===== src/rtl/cp0_vectored_intc_if.sv =====
// CP0 exception controller bus: exception requests, ERET,
// mfc0/mtc0 access and the next-PC redirect back to the fetch stage.
interface cp0_vectored_intc_if #(
    parameter int NUM_SRC = 3
) ();
    logic [NUM_SRC-1:0] exp_src;
    logic               exp_block;
    logic               is_eret;
    logic [31:0]        pc_in;
    logic               cp0_en;
    logic               cp0_wr;
    logic [4:0]         cp0_addr;
    logic [31:0]        cp0_wdata;
    logic [31:0]        cp0_rdata;
    logic               has_exp;
    logic [31:0]        pc_out;
    logic               stack_full;
    logic               eret_err;
    logic [31:0]        taken_count;

    modport master (
        output exp_src, exp_block, is_eret, pc_in,
        output cp0_en, cp0_wr, cp0_addr, cp0_wdata,
        input  cp0_rdata, has_exp, pc_out,
        input  stack_full, eret_err, taken_count
    );

    modport slave (
        input  exp_src, exp_block, is_eret, pc_in,
        input  cp0_en, cp0_wr, cp0_addr, cp0_wdata,
        output cp0_rdata, has_exp, pc_out,
        output stack_full, eret_err, taken_count
    );
endinterface


===== src/rtl/cp0_vectored_intc.sv =====
// Vectored, nestable CP0 exception controller: edge-latched sources,
// fixed priority, EPC stack and STATUS/CAUSE/EPC register access.
module cp0_vectored_intc #(
    parameter int          NUM_SRC     = 3,
    parameter int          STACK_DEPTH = 4,
    parameter logic [31:0] VEC_BASE    = 32'h0000_0800,
    parameter logic [31:0] VEC_STRIDE  = 32'h0000_0010
) (
    input logic               clk,
    input logic               rst,
    cp0_vectored_intc_if.slave bus
);
    localparam int IW  = $clog2(STACK_DEPTH);
    localparam int SPW = IW + 1;
    localparam int WW  = (NUM_SRC > 1) ? $clog2(NUM_SRC) : 1;

    localparam logic [4:0] A_STATUS = 5'd12;
    localparam logic [4:0] A_CAUSE  = 5'd13;
    localparam logic [4:0] A_EPC    = 5'd14;

    logic [NUM_SRC-1:0] pending;
    logic [NUM_SRC-1:0] in_service;
    logic [NUM_SRC-1:0] prev_src;
    logic [NUM_SRC-1:0] mask;
    logic               ie;
    logic               eret_err_q;
    logic [31:0]        taken_q;
    logic [SPW-1:0]     sp;
    logic [31:0]        stack [STACK_DEPTH];

    logic [NUM_SRC-1:0] edge_det;
    logic [NUM_SRC-1:0] elig;
    logic [NUM_SRC-1:0] win_oh;
    logic [NUM_SRC-1:0] isr_oh;
    logic [WW-1:0]      win;
    logic               blocked;
    logic               full;
    logic               empty;
    logic               take;
    logic               pop;
    logic [IW-1:0]      push_idx;
    logic [IW-1:0]      top_idx;
    logic [31:0]        top_val;
    logic [31:0]        vec_addr;
    logic               wr_en;

    assign edge_det = bus.exp_src & ~prev_src;
    assign full     = (sp == SPW'(STACK_DEPTH));
    assign empty    = (sp == '0);
    assign push_idx = sp[IW-1:0];
    assign top_idx  = push_idx - IW'(1);
    assign top_val  = empty ? 32'd0 : stack[top_idx];
    assign wr_en    = bus.cp0_en & bus.cp0_wr;

    // A source may only preempt levels of strictly lower priority.
    always_comb begin
        elig    = '0;
        blocked = 1'b0;
        for (int i = 0; i < NUM_SRC; i++) begin
            blocked = blocked | in_service[i];
            elig[i] = pending[i] & mask[i] & ~blocked;
        end
    end

    always_comb begin
        win = '0;
        for (int i = NUM_SRC - 1; i >= 0; i--) begin
            if (elig[i]) win = WW'(i);
        end
    end

    assign take = ie & ~bus.exp_block & ~bus.is_eret
                & ~full & (|elig);
    assign pop  = bus.is_eret & ~empty;

    assign win_oh   = take ? (elig & (~elig + NUM_SRC'(1))) : '0;
    assign isr_oh   = pop ? (in_service & (~in_service + NUM_SRC'(1)))
                          : '0;
    assign vec_addr = VEC_BASE + (32'(win) * VEC_STRIDE);

    assign bus.has_exp     = take & ~rst;
    assign bus.stack_full  = full;
    assign bus.eret_err    = eret_err_q;
    assign bus.taken_count = taken_q;

    always_comb begin
        bus.pc_out = 32'd0;
        if (!rst) begin
            if (take)     bus.pc_out = vec_addr;
            else if (pop) bus.pc_out = top_val;
        end
    end

    always_comb begin
        bus.cp0_rdata = 32'd0;
        if (bus.cp0_en && !rst) begin
            unique case (1'b1)
                bus.cp0_addr == A_STATUS:
                    bus.cp0_rdata = 32'({mask, ie});
                bus.cp0_addr == A_CAUSE:
                    bus.cp0_rdata = (32'(in_service) << 16)
                                  | 32'(pending);
                bus.cp0_addr == A_EPC:
                    bus.cp0_rdata = top_val;
                default:
                    bus.cp0_rdata = 32'd0;
            endcase
        end
    end

    always_ff @(posedge clk or posedge rst) begin
        if (rst) begin
            pending    <= '0;
            in_service <= '0;
            prev_src   <= '0;
            mask       <= '0;
            ie         <= 1'b0;
            eret_err_q <= 1'b0;
            taken_q    <= 32'd0;
            sp         <= '0;
            for (int i = 0; i < STACK_DEPTH; i++) stack[i] <= 32'd0;
        end else begin
            prev_src   <= bus.exp_src;
            // A fresh edge on the winning source keeps it pending.
            pending    <= (pending & ~win_oh) | edge_det;
            in_service <= (in_service | win_oh) & ~isr_oh;
            if (take) begin
                stack[push_idx] <= bus.pc_in;
                sp              <= sp + SPW'(1);
                taken_q         <= taken_q + 32'd1;
            end else if (pop) begin
                sp <= sp - SPW'(1);
            end
            if (bus.is_eret && empty) eret_err_q <= 1'b1;
            if (wr_en && bus.cp0_addr == A_STATUS) begin
                ie   <= bus.cp0_wdata[0];
                mask <= bus.cp0_wdata[NUM_SRC:1];
            end
            if (wr_en && bus.cp0_addr == A_EPC && !empty)
                stack[top_idx] <= bus.cp0_wdata;
        end
    end
endmodule

===== src/flat_wrapper.sv =====
// flat-port wrapper written by rule: the top's interface ports become plain ports
module cp0_vectored_intc_flat 
#(
    parameter int          NUM_SRC     = 3,
    parameter int          STACK_DEPTH = 4,
    parameter logic [31:0] VEC_BASE    = 32'h0000_0800,
    parameter logic [31:0] VEC_STRIDE  = 32'h0000_0010
)
  (clk, rst, bus_exp_src, bus_exp_block, bus_is_eret, bus_pc_in, bus_cp0_en, bus_cp0_wr, bus_cp0_addr, bus_cp0_wdata, bus_cp0_rdata, bus_has_exp, bus_pc_out, bus_stack_full, bus_eret_err, bus_taken_count);
  cp0_vectored_intc_if #(.NUM_SRC(NUM_SRC)) bus_i ();
  input logic clk;
  input logic rst;
  input wire logic [$bits(bus_i.exp_src)-1:0] bus_exp_src;
  input wire logic [$bits(bus_i.exp_block)-1:0] bus_exp_block;
  input wire logic [$bits(bus_i.is_eret)-1:0] bus_is_eret;
  input wire logic [$bits(bus_i.pc_in)-1:0] bus_pc_in;
  input wire logic [$bits(bus_i.cp0_en)-1:0] bus_cp0_en;
  input wire logic [$bits(bus_i.cp0_wr)-1:0] bus_cp0_wr;
  input wire logic [$bits(bus_i.cp0_addr)-1:0] bus_cp0_addr;
  input wire logic [$bits(bus_i.cp0_wdata)-1:0] bus_cp0_wdata;
  output wire logic [$bits(bus_i.cp0_rdata)-1:0] bus_cp0_rdata;
  output wire logic [$bits(bus_i.has_exp)-1:0] bus_has_exp;
  output wire logic [$bits(bus_i.pc_out)-1:0] bus_pc_out;
  output wire logic [$bits(bus_i.stack_full)-1:0] bus_stack_full;
  output wire logic [$bits(bus_i.eret_err)-1:0] bus_eret_err;
  output wire logic [$bits(bus_i.taken_count)-1:0] bus_taken_count;
  assign bus_i.exp_src = bus_exp_src;
  assign bus_i.exp_block = bus_exp_block;
  assign bus_i.is_eret = bus_is_eret;
  assign bus_i.pc_in = bus_pc_in;
  assign bus_i.cp0_en = bus_cp0_en;
  assign bus_i.cp0_wr = bus_cp0_wr;
  assign bus_i.cp0_addr = bus_cp0_addr;
  assign bus_i.cp0_wdata = bus_cp0_wdata;
  assign bus_cp0_rdata = bus_i.cp0_rdata;
  assign bus_has_exp = bus_i.has_exp;
  assign bus_pc_out = bus_i.pc_out;
  assign bus_stack_full = bus_i.stack_full;
  assign bus_eret_err = bus_i.eret_err;
  assign bus_taken_count = bus_i.taken_count;
  cp0_vectored_intc #(.NUM_SRC(NUM_SRC), .STACK_DEPTH(STACK_DEPTH), .VEC_BASE(VEC_BASE), .VEC_STRIDE(VEC_STRIDE)) u_core (.clk(clk), .rst(rst), .bus(bus_i));
endmodule

===== config.mk =====
export PLATFORM = sky130hd
export DESIGN_NAME = cp0_vectored_intc_flat
export DESIGN_NICKNAME = d
export VERILOG_FILES = /design/src/rtl/cp0_vectored_intc_if.sv /design/src/rtl/cp0_vectored_intc.sv /design/src/flat_wrapper.sv
export SDC_FILE = /design/constraint.sdc
export NUM_CORES = 1
export LEC_CHECK = 0
export CAP_MARGIN = 20
export CORE_MARGIN = 2
export CORE_UTILIZATION = 35
export CTS_CLUSTER_DIAMETER = 150
export DETAILED_ROUTE_END_ITERATION = 8
export DONT_BUFFER_PORTS = 1
export HOLD_SLACK_MARGIN = 0.15
export PLACE_DENSITY = 0.56
export REMOVE_ABC_BUFFERS = 1
export SLEW_MARGIN = 20
export SYNTH_ARGS = -nofsm -noshare
export SYNTH_HDL_FRONTEND = slang
export SYNTH_SLANG_ARGS = --single-unit

===== constraint.sdc =====
create_clock -name clk -period 9.8 [get_ports clk]
set_input_delay 0.98 -clock clk [delete_from_list [all_inputs] [get_ports clk]]
set_output_delay 0.98 -clock clk [all_outputs]
set_load 0.01 [all_outputs]

==> results_dict.tcl <==
set metrics [dict create \
    initial_core_util_pct 35.7 \
    synth_most_common_cell "nand2_1" \
    synth-seq-cells 177 \
    grt_pass1_vias 7532 \
    slowest_delay_ns 0.80 \
    first_pass_iters 6 \
    area_growth_pct 7.33 \
    place.gp.congestion 0.767 \
    grt_max_degree 136 \
    wire_per_inst_um 21.9 \
    reg2reg_to "u_core.stack[47]" \
    die-area_mm2 0.0288 \
    min_path_type "input pin to async pin" \
    drive_gt1_share_pct 10.5 \
    top_layer "met4" \
    ant_nets 0 \
    clk_pin_slew_ns 0.07 \
    rsz0062_at_grt "false" \
    port_buffers 0 \
    die_x_um 170 \
    setup_violations 0 \
    synth_area_mm2 0.00961 \
    hpwl_mm 17.1 \
    coreArea_mm2 0.0270 \
    yosys.area.top_type "dfrtp_1" \
    synthArstFlopShare_pct 100 \
    worstSetupEndpointType "output port" \
    outcome "finished, final reports clean" \
    htreeDepth 4 \
    holdBufCountCts 0 \
    met1Wirelength_mm 12.8 \
    fmax_ghz 0.233 \
    synth_edf_count 0 \
    crit_type "flip-flop to output port" \
    synthTopCellsByCount "nand2_1 (278), dfrtp_1 (177), nor2_1 (146), a31oi_1 (128), and3_1 (35)" \
    postRouteWirelength_mm 29.7 \
    post-cts-setup-buffer-count 0 \
    r2r_slack_ns 6.57 \
    cts-root-buf "clkbuf_16" \
    tightest_slew_ns 1.08 \
    clock_path_buffers 2 \
    die_h_um 170 \
    synth_area_leaders "dfrtp_1 (46%), nand2_1 (11%), a31oi_1 (8.3%), mux4_2 (7.5%), nor2_1 (5.7%)" \
    cts_resized 0 \
    clock_latency_ns 0.44 \
    timing.final.crit_share_pct 43.8 \
    final_hold_viol_count 0 \
    postSynthAreaPerCell_um2 9.15 \
    rr_startpoint "u_core.sp[1]" \
    fin_skew_ns 0.0138 \
    drc_errors 0 \
    rows 60 \
    synth_ff_type "dfrtp_1" \
    ys_warn_count 0 \
    post-route-min-period_ns 4.29 \
    grt_pass1_wl_mm 46.0 \
    path_cells "inv_1 -> ha_2 -> nor2b_2 -> nor4b_4 -> and3_2 -> and2_1" \
    yosysSeqAreaShare_pct 46.1 \
    cp_num_buf_inv 1 \
    setup_tns_ns 0 \
    io_pins 177 \
    drt_iter0_drc 741 \
    finalMaxSlewViolations 0 \
    vias 7735 \
    critPathRequiredTime_ns 8.82 \
    netlist-cell-type-count 46 \
    cts_sinks 177 \
    numCtsBuffers 17 \
    power_density_mw_per_mm2 236 \
    wl_met2_mm 13.6 \
    antenna_found_initial 0 \
    critPathMaxFanout 25 \
    critPathLaunchType "flip-flop" \
    synth_top_area_share_pct 46.1 \
    nets 1090 \
    syn_inst 1050 \
    via_per_inst 5.70 \
    cts_tree "yes" \
    worst_ir_drop_vdd_uv 173 \
    path_delay_family "simple AND/OR/NAND/NOR gates" \
    dr_wl_met3_mm 2.55 \
    grt.total_usage_pct 21.2 \
    grt_overflow_total 0 \
    crit_arrival_ns 3.31 \
    p_leak_nw 4.52 \
    p_total_mw 2.43 \
    relSlewSlack_pct 27.9 \
    reg2reg_depth 7 \
    crit_slowest_cell "nor4b_4" \
    max_cap_violations 0 \
]
-- placed cells by master (no fill, tap or decap), types with 2 or more instances in the layout --
| cell | n |
|---|---|
| mux4_2 | 32 |
| buf_4 | 3 |
| nand4_1 | 17 |
| and3b_1 | 2 |
| nor2_1 | 146 |
| nand3_1 | 6 |
| inv_6 | 8 |
| nand2_1 | 278 |
| clkinv_2 | 2 |
| a21o_1 | 2 |
| xor2_1 | 9 |
| and2_1 | 29 |
| and4_1 | 4 |
| nand3_2 | 4 |
| a211oi_2 | 2 |
| and3_1 | 30 |
| a31oi_1 | 128 |
| and3_2 | 5 |
| nor4_2 | 4 |
| nor3_1 | 8 |
| nand2b_1 | 2 |
| buf_12 | 4 |
| dfrtp_1 | 176 |
| inv_1 | 12 |
| mux2_2 | 7 |
| nand4_4 | 4 |
| xnor2_1 | 25 |
| a22oi_1 | 6 |
| o21ai_0 | 6 |
| clkbuf_16 | 17 |
| ha_1 | 9 |
| a21oi_1 | 5 |
| inv_8 | 4 |
-- through the flow --
step	std cells	hold WS, ns	cell area (µm²)	setup WS (ns)	utilization (%)
2_1_floorplan	976	0.400	9210	2.88	-
3_3_place_gp	1321	0.411	9700	5.47	36.0
3_5_place_dp	1321	0.426	9700	5.41	36.0
4_1_cts	1352	0.448	10300	5.11	38.0
5_1_grt	1355	0.450	10300	5.30	38.3
6_report	1356	0.416	10300	5.51	38.3
-- per-layer routing --
layer	vias up	GRT usage [%]
met5	-	0
met4	0	7.40
met3	39	5.71
met2	322	33.3
met1	3837	28.2
li1	3537	-
-- flip-flops by register name, indices dropped and copies added, names as in the netlist --
register,cells
u_core.bus.taken_count,32
u_core.mask,3
u_core.stack,128
u_core.in_service,3
u_core.sp,3
u_core.pending,3
u_core.bus.eret_err,1
u_core.ie,1
u_core.prev_src,3
-- cells by family after synthesis --
| logic type | count (synthesis) | synth area share [%] |
|---|---|---|
| simple gates | 550 | 26.4 |
| flops | 177 | 46.1 |
| buf+inv | 87 | 4.65 |
| fa+ha+maj | 10 | 1.30 |
| mux | 39 | 8.32 |
| compound gates | 153 | 10.1 |
| xor+xnor | 34 | 3.10 |
-- power by group --
part           total, mW  internal [mW]  switching (mW)
sequential          1.04          0.929           0.115
clock              0.676          0.341           0.335
combinational      0.715          0.324           0.392
-- area by class of cell --
cell class / instances / area, µm²
multi-input cells: 786 / 4740
clock inverters: 13 / 114
well taps: 341 / 427
flip-flops and latches: 177 / 4430
repair buffers: 7 / 103
clock buffers: 18 / 439
fillers: 2641 / 16600
inverters: 13 / 56.3
diodes: 1 / 2.50
-- worst max path at each step --
stage | slack (ns) | cells past startpoint | end | start
after floorplan | 2.88 | 3 | bus_cp0_rdata[10] | rst
after global placement | 5.47 | 4 | bus_cp0_rdata[5] | bus_cp0_addr[4]
after detailed placement | 5.41 | 4 | bus_cp0_rdata[5] | bus_cp0_addr[4]
after CTS | 5.11 | 6 | bus_cp0_rdata[5] | u_core.sp[1]
after global routing | 5.30 | 6 | bus_cp0_rdata[5] | u_core.sp[1]
final | 5.51 | 6 | bus_cp0_rdata[5] | u_core.sp[1]
Note: power is estimated with default switching activity, not from simulation.
